===== src/rtl/eth_tx_wb_buffer.sv =====
// Wishbone-loaded transmit frame buffer: collects payload bytes and a length, then streams
// preamble, SFD and zero-padded payload to a byte serializer over a valid/ready handshake.
module eth_tx_wb_buffer #(
    parameter int unsigned AW           = 8,
    parameter int unsigned PREAMBLE_LEN = 7,
    parameter int unsigned IFG_CYCLES   = 12
) (
    input  logic       clk,
    input  logic       rst,
    input  logic       i_wb_cyc,
    input  logic       i_wb_stb,
    input  logic       i_wb_we,
    input  logic [1:0] i_wb_addr,
    input  logic [7:0] i_wb_data,
    output logic       o_wb_ack,
    output logic       o_wb_stall,
    output logic [7:0] o_wb_data,
    output logic [7:0] o_tx_data,
    output logic       o_tx_valid,
    output logic       o_tx_last,
    input  logic       i_tx_ready
);
    localparam int unsigned DEPTH = 1 << AW;
    localparam int unsigned WC_W  = AW + 1;
    localparam int unsigned CNT_W = 16;

    localparam logic [1:0] A_DATA   = 2'd0;
    localparam logic [1:0] A_LEN    = 2'd1;
    localparam logic [1:0] A_STATUS = 2'd2;
    localparam logic [1:0] A_SEND   = 2'd3;

    localparam logic [7:0] PRE_BYTE = 8'h55;
    localparam logic [7:0] SFD_BYTE = 8'hD5;

    typedef enum logic [1:0] {IDLE, PRE, PAY, IFG} state_t;

    state_t           state, state_next;
    logic [CNT_W-1:0] cnt, cnt_next;
    logic [7:0]       tx_data_next;
    logic             tx_valid_next, tx_last_next;

    logic [7:0]       mem [DEPTH];
    logic [AW-1:0]    rd_addr;
    logic [7:0]       rd_data;

    logic [WC_W-1:0]  wcount;
    logic [7:0]       len;
    logic             done, overrun;

    logic             busy, bus_req, full;
    logic             data_wr, len_wr, send_req, ovr_set, status_rd;
    logic             ifg_done, advance;
    logic [7:0]       rdata;

    assign o_wb_stall = 1'b0;
    assign busy       = (state != IDLE);
    assign full       = (wcount == WC_W'(DEPTH));

    // Bus decode, side-effect qualifiers and read mux
    always_comb begin
        bus_req   = i_wb_cyc && i_wb_stb;
        data_wr   = bus_req && i_wb_we && (i_wb_addr == A_DATA) && !busy && !full;
        len_wr    = bus_req && i_wb_we && (i_wb_addr == A_LEN) && !busy;
        send_req  = bus_req && i_wb_we && (i_wb_addr == A_SEND) && !busy;
        ovr_set   = bus_req && i_wb_we && (i_wb_addr != A_STATUS)
                    && (busy || ((i_wb_addr == A_DATA) && full));
        status_rd = bus_req && !i_wb_we && (i_wb_addr == A_STATUS);
        rdata     = 8'h00;
        if (bus_req && !i_wb_we) begin
            case (i_wb_addr)
                A_LEN:    rdata = len;
                A_STATUS: rdata = {5'b0, overrun, done, busy};
                default:  rdata = 8'h00;
            endcase
        end
    end

    // Bus registers; a flag set in the same cycle as a status read wins over the clear
    always_ff @(posedge clk) begin
        if (rst) begin
            o_wb_ack  <= 1'b0;
            o_wb_data <= 8'h00;
            wcount    <= '0;
            len       <= 8'h00;
            done      <= 1'b0;
            overrun   <= 1'b0;
        end else begin
            o_wb_ack  <= bus_req;
            o_wb_data <= rdata;
            if (ifg_done) begin
                wcount <= '0;
            end else if (data_wr) begin
                wcount <= wcount + WC_W'(1);
            end
            if (len_wr) begin
                len <= i_wb_data;
            end
            if (ifg_done) begin
                done <= 1'b1;
            end else if (status_rd) begin
                done <= 1'b0;
            end
            if (ovr_set) begin
                overrun <= 1'b1;
            end else if (status_rd) begin
                overrun <= 1'b0;
            end
        end
    end

    // Payload RAM; the read port is aimed at the next index so data is ready when loaded
    always_ff @(posedge clk) begin
        if (data_wr) begin
            mem[wcount[AW-1:0]] <= i_wb_data;
        end
        rd_data <= mem[rd_addr];
    end

    assign rd_addr = (state_next == PAY) ? AW'(cnt_next) : '0;

    // Sequencer: cnt indexes the next beat to load into the output register
    always_comb begin
        state_next    = state;
        cnt_next      = cnt;
        tx_data_next  = o_tx_data;
        tx_valid_next = o_tx_valid;
        tx_last_next  = o_tx_last;
        ifg_done      = 1'b0;
        advance       = !o_tx_valid || i_tx_ready;
        case (state)
            IDLE: begin
                if (send_req) begin
                    state_next = PRE;
                    cnt_next   = '0;
                end
            end
            PRE: begin
                if (advance) begin
                    tx_valid_next = 1'b1;
                    tx_last_next  = 1'b0;
                    if (cnt == CNT_W'(PREAMBLE_LEN)) begin
                        tx_data_next = SFD_BYTE;
                        state_next   = PAY;
                        cnt_next     = '0;
                    end else begin
                        tx_data_next = PRE_BYTE;
                        cnt_next     = cnt + CNT_W'(1);
                    end
                end
            end
            PAY: begin
                if (o_tx_valid && o_tx_last) begin
                    if (i_tx_ready) begin
                        tx_valid_next = 1'b0;
                        tx_last_next  = 1'b0;
                        tx_data_next  = 8'h00;
                        state_next    = IFG;
                        cnt_next      = '0;
                    end
                end else if (advance) begin
                    tx_valid_next = 1'b1;
                    tx_data_next  = (cnt < CNT_W'(wcount)) ? rd_data : 8'h00;
                    tx_last_next  = (cnt == CNT_W'(len));
                    if (cnt != CNT_W'(len)) begin
                        cnt_next = cnt + CNT_W'(1);
                    end
                end
            end
            IFG: begin
                if (cnt == CNT_W'(IFG_CYCLES - 1)) begin
                    state_next = IDLE;
                    cnt_next   = '0;
                    ifg_done   = 1'b1;
                end else begin
                    cnt_next = cnt + CNT_W'(1);
                end
            end
            default: begin
                state_next = IDLE;
                cnt_next   = '0;
            end
        endcase
    end

    always_ff @(posedge clk) begin
        if (rst) begin
            state      <= IDLE;
            cnt        <= '0;
            o_tx_data  <= 8'h00;
            o_tx_valid <= 1'b0;
            o_tx_last  <= 1'b0;
        end else begin
            state      <= state_next;
            cnt        <= cnt_next;
            o_tx_data  <= tx_data_next;
            o_tx_valid <= tx_valid_next;
            o_tx_last  <= tx_last_next;
        end
    end
endmodule

===== config.mk =====
export PLATFORM = sky130hd
export DESIGN_NAME = eth_tx_wb_buffer
export DESIGN_NICKNAME = d
export VERILOG_FILES = /design/src/rtl/eth_tx_wb_buffer.sv
export SDC_FILE = /design/constraint.sdc
export NUM_CORES = 2
export LEC_CHECK = 0
export BUFFER_PORTS_ARGS = -buffer_cell sky130_fd_sc_hd__clkbuf_2
export CORE_MARGIN = 2
export CORE_UTILIZATION = 48
export DETAILED_ROUTE_END_ITERATION = 8
export PLACE_DENSITY_LB_ADDON = 0.12
export SLEW_MARGIN = 20
export SYNTH_ARGS = -nofsm -noshare
export SYNTH_HDL_FRONTEND = slang
export SYNTH_SLANG_ARGS = --single-unit

===== constraint.sdc =====
create_clock -name clk -period 4.96 [get_ports clk]
set_input_delay 0.744 -clock clk [delete_from_list [all_inputs] [get_ports clk]]
set_output_delay 0.744 -clock clk [all_outputs]
set_load 0.03 [all_outputs]

==> Word-level counts from Yosys, hierarchy flattened <==
Memories as Yosys holds them, arrays and structs flattened. A register that Yosys moved wholly into a read port is not among the register bits.
Index checks and enable logic that the tools add are counted.
{ "word_totals": {"reg_bits": 56, "latch_bits": 0, "mem_bits_rw": 2048, "rom_bits": 0, "out_inout_bits": 20, "wordCells": 107, "n_memories": 1} }
{ "mem_list": {"columns": ["memory", "words", "width", "rd", "rd_clocked_by_memory_dff", "write_ports", "line", "source"], "rows": [
  ["mem", 256, 8, 1, 1, 1, "42", "logic [7:0] mem [DEPTH];"]
]} }
{ "op_classes": {"addsub": 2, "mul": 0, "div": 0, "order_cmp": 1, "eq_ne": 18, "shift": 0, "n_mux": 40, "bitwise_logic": 1, "n_reduce_logical": 32} }
{ "op_table": {"columns": ["cell", "n"], "rows": [
  ["2-to-1 mux 16 bit", 8],
  ["one-hot mux 16 bit (4 select lines)", 1],
  ["2-to-1 mux 8 bit", 7],
  ["one-hot mux 8 bit (2 select lines)", 2],
  ["adder 16 x 1 -> 16 bit (second input constant)", 1],
  ["== test 16 x 3 -> 1 bit (second input constant)", 1],
  ["== test 16 x 4 -> 1 bit (second input constant)", 1],
  ["== test 16 x 8 -> 1 bit", 1],
  ["< comparator 16 x 9 -> 1 bit", 1],
  ["!= test 16 x 8 -> 1 bit", 1],
  ["logical AND 1 bit", 15],
  ["2-to-1 mux 1 bit", 13],
  ["2-to-1 mux 2 bit", 6],
  ["== test 2 bit (second input constant)", 5],
  ["adder 9 x 1 -> 9 bit (second input constant)", 1],
  ["== test 9 bit (second input constant)", 1],
  ["!= test 3 bit (second input constant)", 3],
  ["one-hot mux 2 bit (4 select lines)", 1],
  ["nonzero test 2 bit", 4],
  ["!= test 2 bit (second input constant)", 3],
  ["AND reduction 5 bit", 1],
  ["== test 2 x 1 -> 1 bit (second input constant)", 2],
  ["logical NOT 1 bit", 4],
  ["logical NOT 2 bit", 2],
  ["6 further kinds", 9]
]} }

==> Longest topological paths before layout <==
{ "logic_depth": {"depth_word": 8, "ltp_mapped": 18, "ltp_nobuf": 13} }

==> Least setup slack after synthesis <==
Ideal clock, no wire load.
{ "synth_timing": {"kind": "flip-flop to flip-flop", "from": "register cnt[4]", "to": "register rd_data[5], read port of mem", "arrival_time_ns": 3.464, "required_ns": 4.826, "path_slack_ns": 1.362, "stages_incl_launch_ff": 16, "n_path_buf": 5, "cell_sequence": "dfxtp_1 -> buf_2 -> xnor2_1 -> nand4_1 -> nor4_2 -> mux2_2 -> a21boi_1 -> buf_2 -> buf_2 -> clkbuf_1 -> buf_1 -> nand3_1 -> a211oi_1 -> nor3_1 -> nor4_1 -> nand4b_1"} }
{ "synth_between": {"elab_chain_cells": 6} }
{ "synth_rtl": {"columns": ["element", "line", "source"], "rows": [
  ["start, declared", "38", "logic [CNT_W-1:0] cnt, cnt_next;"],
  ["start signal, assigned", "194", "cnt <= cnt_next;"],
  ["adder 16 x 1 -> 16 bit, or another cell as far along", "147, 165, 175", null],
  ["2-to-1 mux 16 bit / 2-to-1 mux 2 bit (equally long branches)", "164, 141", null],
  ["2-to-1 mux 16 bit / 2-to-1 mux 2 bit (equally long branches)", "160, 138", null],
  ["2-to-1 mux 16 bit / one-hot mux 2 bit (4 select lines) (equally long branches)", "152, 130", null],
  ["one-hot mux 16 bit (4 select lines) / == test 2 bit (equally long branches)", "130, 119", null],
  ["2-to-1 mux 8 bit (*)", "119", "assign rd_addr = (state_next == PAY) ? AW'(cnt_next) : '0;"],
  ["end, declared", "44", "logic [7:0] rd_data;"]
]} }
Mark *: on every way between the ends. The rest lies on a longest branch, timed or not. The select of a mux whose other input is x is not followed.
A chain may end at the register's enable or synchronous reset.

==> Final worst setup path <==
{ "layout_timing": {"from": "register cnt[0]", "to": "register rd_data[5], read port of mem"} }
The elaborated chain is that of the path after synthesis.

==> results.json <==
{
  "layout_setup_ws_ns": 0.0350,
  "critical_path_class": "register to register",
  "post-route-period-util": 0.993,
  "clock_sinks": 2112,
  "wl_per_cell_um": 31.1,
  "worstPathMaxFanout": 9,
  "cts.path.max_buffers": 3,
  "yosys.cell_types.count": 88,
  "initial_core_util": 0.484,
  "dp_hpwl_um": 173000,
  "cts_buffers": 212,
  "maxCapViolCount": 0,
  "final_cell_mix": "edfxtp_1, nand2_1, buf_4",
  "maxSlewHeadroom": 0.138,
  "status": "completed",
  "synth.avg_cell_area_um2": 14.5,
  "hold-worst-slack_ns": 0.200,
  "hold_violations": 0,
  "hold_start": "i_wb_stb",
  "yosys-top-cells-area": "edfxtp_1, mux2i_1, nand2_1",
  "drt_pass1_iterations": 6,
  "area_delta_synth_final_pct": 15.3,
  "grt.overflow.total": 0,
  "htreeDepth": 4,
  "slew_viol_final": 0,
  "ant_nets": 0,
  "cp_data_required_time_ns": 5.67,
  "yosysTopAreaCellShare": 0.729,
  "final_util": 0.559,
  "hold_path.class": "input pin to register",
  "period_minus_slack_ns": 4.92,
  "reg2reg_from": "cnt[0]",
  "final_area_mm2": 0.0973,
  "insertion_delay_ns": 0.88,
  "drc": 0,
  "synth.net_count": 5853,
  "grt_pass1_vias": 52000,
  "antenna_found_initial": 17,
  "routabilityCongestion": 0.943,
  "core_mm2": 0.174,
  "drt-initial-drc-count": 7303,
  "cts_tree": "done",
  "design.portCount": 36,
  "rsz0062_at_grt": "no",
  "worst_setup_path_end_kind": "register",
  "ir_drop_v": 0.000302,
  "p_per_area_mw_per_mm2": 374,
  "startpoint": "cnt[0]",
  "syn-cell-area_mm2": 0.0844,
  "grt_pass1_wl_um": 383000,
  "cts.hold.buffers_added": 0,
  "yosys.area.top_type": "edfxtp_1",
  "synth-seq-cells": 2112,
  "final_common_cell": "edfxtp_1",
  "finalPower_mw": 36.4,
  "fin_skew_ns": 0.0479,
  "worst_pin_slew_ns": 1.29,
  "placedCellCount": 8279,
  "numPortBuffers": 34,
  "yosys_warnings": 0,
  "setup_violations": 0,
  "post-place-ws_ns": -0.259,
  "synth_flop_cell": "edfxtp_1",
  "die_y_um": 423,
  "die_width_um": 423,
  "placed_cell_area_mm2": 0.0902,
  "die_area_mm2": 0.179,
  "clk_pin_slew_ns": 0.06,
  "fp-row-count": 153,
  "instances_no_fill": 8678,
  "cts-root-buf": "clkbuf_16",
  "vias": 54700,
  "final.setup.tns_ns": 0,
  "leakagePower_nw": 33.2,
  "critPathArrivalTime_ns": 5.64,
  "grt_max_degree": 122,
  "synth_edf_count": 2048,
  "nets": 6203,
  "startpoint_type": "register",
  "syn-instance-count": 5820,
  "synth-seq-area-share": 0.744,
  "drt-vias-per-instance": 6.30,
  "grt_usage": 0.296,
  "drive_above_1_share": 0.141,
  "fmax_ghz": 0.203,
  "async_flop_share": 0,
  "drt-total-wl_um": 270000
}
==> final timing paths <==
check                     to  slack (ns)  cells after the start
hold / removal      o_wb_ack        0.20                      3
setup reg to reg  rd_data[5]        0.04                     14
hold reg to reg      overrun        0.48                      2
setup / recovery  rd_data[5]        0.04                     14
==> Yosys cell counts, drive strengths merged, types with 46 or more instances <==
cell	number
nand2	751
clkbuf	107
nand3	262
o221ai	101
a221oi	47
nor3	96
nor2	402
a211oi	61
dfxtp	64
o22ai	265
a31oi	58
o21ai	113
buf	287
or3	46
a21oi	310
mux2i	400
edfxtp	2048
==> critical path, stage by stage, from the launching register on <==
cell and delay, ns:
dfxtp_2 0.43, ha_1 0.32, and3b_1 0.20, nand4_1 0.30
a2bb2oi_4 0.34, nand2_1 0.17, a21oi_1 0.46, a311o_1 0.35
nand2_2 0.15, buf_4 0.23, buf_4 0.21, nor4_1 0.75
a2111oi_2 0.25, a22oi_1 0.44, nand4b_1 0.15
==> sequential cells by signal, summed over array words and instances (netlist names), 2 cells and up <==
register   cells
mem         2048
len            8
o_wb_data      8
wcount         9
rd_data        8
o_tx_data      8
cnt           16
state          2
==> area by class of cell <==
cell class / instances / area (um^2)
multi-input combinational: 3297 / 19800
inverter: 17 / 63.8
clock buffer: 260 / 5510
timing repair buffer: 530 / 4800
antenna: 3 / 7.51
sequential: 2112 / 62800
fill: 13900 / 76900
clock inverter: 134 / 1470
tap: 2325 / 2910
==> layer usage <==
metal / global-route usage / wire, um / vias to the layer above
met5: 0 / 45 / -
met1: 0.436 / 112000 / 27900
li1: - / - / 23300
met3: 0.0560 / 27600 / 486
met2: 0.438 / 119000 / 3011
met4: 0.113 / 10900 / 8
==> cells by family (layout without fill, tap and decap cells) <==
family | count (synthesis) | in the layout | synth area share
AOI/OAI and AO/OA | 1140 | 1140 | 0.0886
xor gates and xnor gates | 22 | 22 | 0.00228
adders and majority gates | 17 | 17 | 0.00252
buffers and inverters | 411 | 941 | 0.0254
DFF | 2112 | 2112 | 0.744
muxes | 402 | 402 | 0.0477
other | 1 | 4 | 0.0000444
and+or+nand+nor | 1715 | 1715 | 0.0896
==> where the power goes <==
group / internal (mW) / leakage (nW) / switching [mW]
logic: 0.153 / 10.9 / 0.552
registers: 19.6 / 18.9 / 0.00612
clock network: 9.18 / 3.39 / 6.97
total: 28.9 / 33.2 / 7.53
==> timing repair <==
item	4_1_cts	5_1_grt
pin swaps	0	1
buffers inserted	0	2
resized for setup	6	8
setup endpoints to repair	4	8
gates cloned	0	0
No activity file was read; power rests on OpenSTA's default activity.
